===== config.mk =====
export PLATFORM = sky130hd
export DESIGN_NAME = exe_dispatch
export DESIGN_NICKNAME = d
export VERILOG_FILES = /design/src/rtl/exe_pkg.sv /design/src/rtl/dispatch_slot.sv /design/src/rtl/exe_dispatch.sv
export SDC_FILE = /design/constraint.sdc
export NUM_CORES = 1
export LEC_CHECK = 0
export BUFFER_PORTS_ARGS = -buffer_cell sky130_fd_sc_hd__buf_2
export CORE_MARGIN = 2
export CORE_UTILIZATION = 51
export DETAILED_ROUTE_END_ITERATION = 8
export GPL_ROUTABILITY_DRIVEN = 0
export HOLD_SLACK_MARGIN = 0.02
export PLACE_DENSITY = 0.8
export SETUP_SLACK_MARGIN = 0.2
export SLEW_MARGIN = 20
export SYNTH_ARGS = -nofsm -noshare
export SYNTH_HDL_FRONTEND = slang
export SYNTH_SLANG_ARGS = --single-unit

===== constraint.sdc =====
create_clock -name clk -period 1.6 [get_ports clk]
set_input_delay 0.24 -clock clk [delete_from_list [all_inputs] [get_ports clk]]
set_output_delay 0.24 -clock clk [all_outputs]
set_load 0.05 [all_outputs]

===== src/rtl/exe_pkg.sv =====
// -----------------------------------------------------------------------------
// exe_pkg
// Shared types and constants for the execute-dispatch block.
//   UNIT_*    : unit index of each execution unit in the per-unit vectors
//   reg_t     : architectural register number (16 registers, r0 hard-wired)
//   slot_t    : contents of one dispatch slot (destination, operands, func)
//   reg_mask  : one-hot of a register number, empty for r0
// -----------------------------------------------------------------------------
package exe_pkg;

    localparam int UNIT_ALU = 3;
    localparam int UNIT_LD  = 2;
    localparam int UNIT_MUL = 1;
    localparam int UNIT_DIV = 0;

    localparam int NUM_REGS = 16;

    typedef logic [3:0]  reg_t;
    typedef logic [3:0]  func_t;
    typedef logic [31:0] word_t;

    typedef struct packed {
        reg_t  rd;
        word_t op_a;
        word_t op_b;
        func_t func;
    } slot_t;

    // r0 is never tracked, so its mask is empty.
    function automatic logic [NUM_REGS-1:0] reg_mask(input reg_t r);
        reg_mask = '0;
        if (r != '0) begin
            reg_mask[r] = 1'b1;
        end
    endfunction

endpackage


===== src/rtl/dispatch_slot.sv =====
// -----------------------------------------------------------------------------
// dispatch_slot
// One-entry holding register between the dispatcher and one execution unit.
// The slot is refilled in the same cycle it drains, so a back-to-back stream
// into one unit sees no bubble.
//   clk, rst_n   : clock, asynchronous active-low reset
//   load         : write load_data into the slot this cycle
//   load_data    : instruction to store
//   out_ready    : unit consumes the slot contents this cycle
//   out_valid    : slot holds an instruction
//   out_data     : slot contents (all zero while empty)
// -----------------------------------------------------------------------------
module dispatch_slot
    import exe_pkg::*;
(
    input  logic  clk,
    input  logic  rst_n,
    input  logic  load,
    input  slot_t load_data,
    input  logic  out_ready,
    output logic  out_valid,
    output slot_t out_data
);

    logic  valid_q, valid_d;
    slot_t data_q,  data_d;

    always_comb begin
        // NOTE: hold-by-default assignments first keep this block latch-free.
        valid_d = valid_q;
        data_d  = data_q;
        if (load) begin
            // Covers both an empty slot and a drain-plus-refill in one cycle.
            valid_d = 1'b1;
            data_d  = load_data;
        end else if (valid_q && out_ready) begin
            valid_d = 1'b0;
            data_d  = '0;
        end
    end

    always_ff @(posedge clk or negedge rst_n) begin
        if (!rst_n) begin
            // NOTE: the payload is reset along with valid because an empty slot must read as zero.
            valid_q <= 1'b0;
            data_q  <= '0;
        end else begin
            // NOTE: non-blocking updates so every flop samples pre-edge values.
            valid_q <= valid_d;
            data_q  <= data_d;
        end
    end

    assign out_valid = valid_q;
    assign out_data  = data_q;

endmodule


===== src/rtl/exe_dispatch.sv =====
// -----------------------------------------------------------------------------
// exe_dispatch
// Routes one decoded instruction per cycle into a one-entry slot per execution
// unit and, optionally, stalls on register hazards using a busy-register
// scoreboard.
//
// Optional feature macro: EXE_DISPATCH_SCOREBOARD_EN
//   defined   -> RAW/WAW stall on busy registers, busy bits set on issue and
//                cleared on write-back
//   undefined -> no hazard stall, busy_regs tied to 0, wb_valid/wb_Rd unused
//
// Ports
//   clk, rst_n                 : clock, asynchronous active-low reset
//   in_valid / in_ready        : instruction handshake (in_ready is 0 in reset)
//   in_unit                    : target unit (3 ALU, 2 LD, 1 MUL, 0 DIV)
//   in_Rd, in_Rs1, in_Rs2      : destination / source register numbers
//   in_opA, in_opB, in_func    : operands and unit sub-operation
//   unit_valid / unit_ready    : per-unit slot handshake
//   unit_Rd, unit_opA,
//   unit_opB, unit_func        : packed slot contents, unit k at [k*w +: w]
//   wb_valid, wb_Rd            : write-back completion, retires a busy register
//   busy_regs                  : scoreboard, bit r set while r is pending
// -----------------------------------------------------------------------------
module exe_dispatch
    import exe_pkg::*;
#(
    parameter int NUM_UNITS = 4
)
(
    input  logic                    clk,
    input  logic                    rst_n,
    input  logic                    in_valid,
    output logic                    in_ready,
    input  logic [1:0]              in_unit,
    input  logic [3:0]              in_Rd,
    input  logic [3:0]              in_Rs1,
    input  logic [3:0]              in_Rs2,
    input  logic [31:0]             in_opA,
    input  logic [31:0]             in_opB,
    input  logic [3:0]              in_func,
    output logic [NUM_UNITS-1:0]    unit_valid,
    input  logic [NUM_UNITS-1:0]    unit_ready,
    output logic [NUM_UNITS*4-1:0]  unit_Rd,
    output logic [NUM_UNITS*32-1:0] unit_opA,
    output logic [NUM_UNITS*32-1:0] unit_opB,
    output logic [NUM_UNITS*4-1:0]  unit_func,
    input  logic                    wb_valid,
    input  logic [3:0]              wb_Rd,
    output logic [15:0]             busy_regs
);

    slot_t                in_slot;
    slot_t                slot_data [NUM_UNITS];
    logic [NUM_UNITS-1:0] slot_load;
    logic                 target_free;
    logic                 hazard;
    logic                 accept;

    assign in_slot = '{rd: in_Rd, op_a: in_opA, op_b: in_opB, func: in_func};

    // The target slot can take a new instruction if it is empty or drains now.
    assign target_free = ~unit_valid[in_unit] | unit_ready[in_unit];

    // Gating with rst_n keeps in_ready low for the whole reset window.
    assign in_ready = rst_n & target_free & ~hazard;
    assign accept   = in_valid & in_ready;

    for (genvar k = 0; k < NUM_UNITS; k++) begin : g_slot
        assign slot_load[k] = accept && (in_unit == 2'(k));

        dispatch_slot u_slot (
            .clk       (clk),
            .rst_n     (rst_n),
            .load      (slot_load[k]),
            .load_data (in_slot),
            .out_ready (unit_ready[k]),
            .out_valid (unit_valid[k]),
            .out_data  (slot_data[k])
        );

        assign unit_Rd  [k*4  +: 4]  = slot_data[k].rd;
        assign unit_opA [k*32 +: 32] = slot_data[k].op_a;
        assign unit_opB [k*32 +: 32] = slot_data[k].op_b;
        assign unit_func[k*4  +: 4]  = slot_data[k].func;
    end

`ifdef EXE_DISPATCH_SCOREBOARD_EN
    logic [NUM_REGS-1:0] busy_q, busy_d;

    always_comb begin
        busy_d = busy_q;
        if (wb_valid) begin
            busy_d = busy_d & ~reg_mask(wb_Rd);
        end
        // Applied after the clear so a same-cycle issue to the retiring
        // register leaves it busy for the new producer.
        if (accept) begin
            busy_d = busy_d | reg_mask(in_Rd);
        end
    end

    always_ff @(posedge clk or negedge rst_n) begin
        if (!rst_n) begin
            busy_q <= '0;
        end else begin
            busy_q <= busy_d;
        end
    end

    // Destination is checked too (WAW). Write-back in the same cycle does not
    // release the stall; the instruction goes one cycle later.
    assign hazard    = busy_q[in_Rs1] | busy_q[in_Rs2] | busy_q[in_Rd];
    assign busy_regs = busy_q;
`else
    logic unused_wb;

    assign hazard    = 1'b0;
    assign busy_regs = '0;
    assign unused_wb = ^{wb_valid, wb_Rd};
`endif

endmodule


==> impl_metrics.tcl <==
set metrics [dict create \
    diodes 0 \
    syn_area_per_cell_sq_um 11.88 \
    synth.distinct_cells 24 \
    setup_violations 68 \
    netSwitchingPower_uw 11180 \
    place_hpwl_mm 21.68 \
    drive_above_1_share 0.3441 \
    path_clk_slew_ps 70 \
    dp_slack_ps 56.49 \
    power.share.clock 0.257 \
    fp.dieH_um 160.1 \
    fin_skew_ps 21.30 \
    initial_core_util 0.5155 \
    design.die.area_sq_um 25630 \
    max_stage_delay_ps 380 \
    numPortBuffers 373 \
    crit_path_top_delay_cell "dfrtp_1" \
    route.detailed.drc 0 \
    arrival_ps 1560 \
    ios 403 \
    yosysSeqAreaShare 0.5881 \
    cap_violations 0 \
    final_antenna_net_count 0 \
    drtPass1Iterations 7 \
    synth_top_area_frac 0.5881 \
    netlist_area_sq_um 12430 \
    grt_pass1_vias 10257 \
    overflow 0 \
    hp-class "in2reg" \
    cts.htree.levels 1 \
    hold_viol_final 0 \
    core_area_sq_um 24110 \
    crit_required_ps 1360 \
    antenna_found_initial 0 \
    violations "negative setup slack" \
    synth_top_family_by_area "multiplexers" \
    power_frac_comb 0.386 \
    layout_common_cells "dfrtp_1, nand2_1, mux2i_1" \
    synthToLayoutAreaGrowth_pct 47.60 \
    drt_iter0_markers 717 \
    synthesis.instances 1046 \
    synthSimpleGateAreaFrac 0.09667 \
    seqPwrFrac 0.357 \
    routed_via_density 5.341 \
    die_w_um 160.1 \
    final_common_cell "dfrtp_1" \
    fin_total_pwr_uw 27210 \
    synth-adder-area-share 0 \
    vdd_drop_max_v 0.001058 \
    row_count 57 \
    p_leak_uw 0.01012 \
    critPathKind "reg2out" \
    cts_sinks 292 \
    path_cells "nand2b_1 > mux2i_1 > a21oi_2 > buf_6" \
    slew_headroom 0.5420 \
    synth_compound_area_frac 0.002316 \
    report.final.slew_viol_count 0 \
    cts-root-buf "clkbuf_16" \
    globalRoute.busiestLayer "met2" \
    p_int_uw 16030 \
    gr-usage-met3 0.05325 \
    synth_top_area_cell "dfrtp_1" \
    setup_ws_ps -201.1 \
    grtUsageMet1 0.3589 \
    ys_ff_latch 292 \
    fmax_ghz 0.5552 \
    grt_usage 0.2870 \
    vias 10020 \
    power_density_nw_per_um2 1483 \
    rsz0062_at_grt "true" \
    synth_xor_area_frac 0 \
    crit_path_end_kind "output port" \
    switching_share 0.4109 \
    cts_buffers 29 \
    muxShareOfSynthArea 0.2328 \
    use_met2 0.4959 \
    crit_buf_inv 1 \
    clk_path_buf_depth 3 \
    cts_tree "yes" \
    outcome "finished, violations left" \
    final_nets 1629 \
    grt_max_degree 173 \
    synth_area_leaders "dfrtp_1, mux2i_1, nand2_1" \
    yosysWarningCount 0 \
    wirelength_mm 41.71 \
    fin_crit_sh 1.126 \
    clock_latency_ps 550 \
    startpoint_type "flop" \
    path_max_fanout 2 \
    tightest_slew_ps 687.0 \
    routedWlPerCell_um 22.23 \
    period_needed_ps 1801 \
    path_delay_family "flip-flops" \
    grt_pass1_wl_mm 57.78 \
]
[power groups by stage]
stage	logic (uW)	clock network, uW	registers, uW
final	10500	6990	9710
after global routing	10900	7380	9840
after CTS	9990	7030	9580
after detailed placement	9000	0	9610
after global placement	8830	0	9570
after floorplan	1670	0	14600
[flip-flops by register name, indices dropped and copies added, names as in the netlist]
name,cells
g_slot.u_slot.out_data,288
g_slot.u_slot.out_valid,4
[what timing repair did]
item                                   CTS  global route
resized for setup                      307           150
endpoints found under the hold margin  422             0
setup endpoints to repair              350           483
hold buffers                            55             0
pin swaps                                1             1
buffers inserted                        24            15
gates cloned                            13            15
[final timing paths]
kind                                                    start                       endpoint  slack [ps]  depth (start not counted)
worst min-delay path                               in_opB[10]  g_slot[3].u_slot.out_data[14]          40                          3
max in group asynchronous                               rst_n  g_slot[3].u_slot.out_data[26]         400                          3
min in group asynchronous                               rst_n     g_slot[1].u_slot.out_valid         150                          2
worst max register to register     g_slot[2].u_slot.out_valid  g_slot[2].u_slot.out_data[28]        -200                          9
worst max-delay path               g_slot[3].u_slot.out_valid                       in_ready        -200                          4
worst min register to register  g_slot[2].u_slot.out_data[42]  g_slot[2].u_slot.out_data[42]         520                          2
[kinds of logic (layout without fill, tap and decap cells)]
family          Yosys count  after routing
mux                     289            289
simple gates            307            307
compound gates            4              4
buf+inv                 153            644
flops                   292            292
other cells               1             16
[synth_stat cells]
master,number
buf_6,9
conb_1,1
o311ai_1,1
nand2b_1,4
nor2_1,1
nand3_2,1
buf_2,1
nor2b_1,1
and2_1,1
a21oi_1,1
o21ai_1,1
nand4bb_1,1
a21bo_1,1
buf_12,15
dfrtp_1,292
nand3_1,1
buf_4,28
and3_4,1
nand2_1,294
inv_1,72
nand4_1,1
nor3b_2,1
mux2i_1,289
clkbuf_1,28
[layer usage]
metal / vias to the layer above / wire (um)
met2: 570 / 20590
li1: 4318 / -
met4: 0 / 2227
met5: - / 0
met3: 143 / 3359
met1: 4989 / 15540
[cell type report]
cell class                      instances  area [sq um]
Clock buffer                           40         807.0
Fill cell                            1406          5766
Clock inverter                          8         143.9
Timing Repair Buffer                  524          5104
Tap cell                              324         405.4
Sequential cell                       292          7307
Inverter                               72         270.3
Multi-Input combinational cell        616          4303
[through the flow]
stage	area (sq um)	utilization	hold slack, ps	instances	TNS, ps
3_3_place_gp	14550	0.6036	36.12	1707	0
4_1_cts	17460	0.7243	22.32	1847	-396.1
3_5_place_dp	14550	0.6036	34.17	1707	0
2_1_floorplan	12490	-	-55.59	1061	0
5_1_grt	18340	0.7608	34.61	1876	-8501
6_report	18340	0.7608	38.13	1876	-4746
[worst min-delay path, cell delays in order]
cell	delay [ps]
buf_2	80
inv_1	90
mux2i_1	130
(Power assumes the default switching activity.)
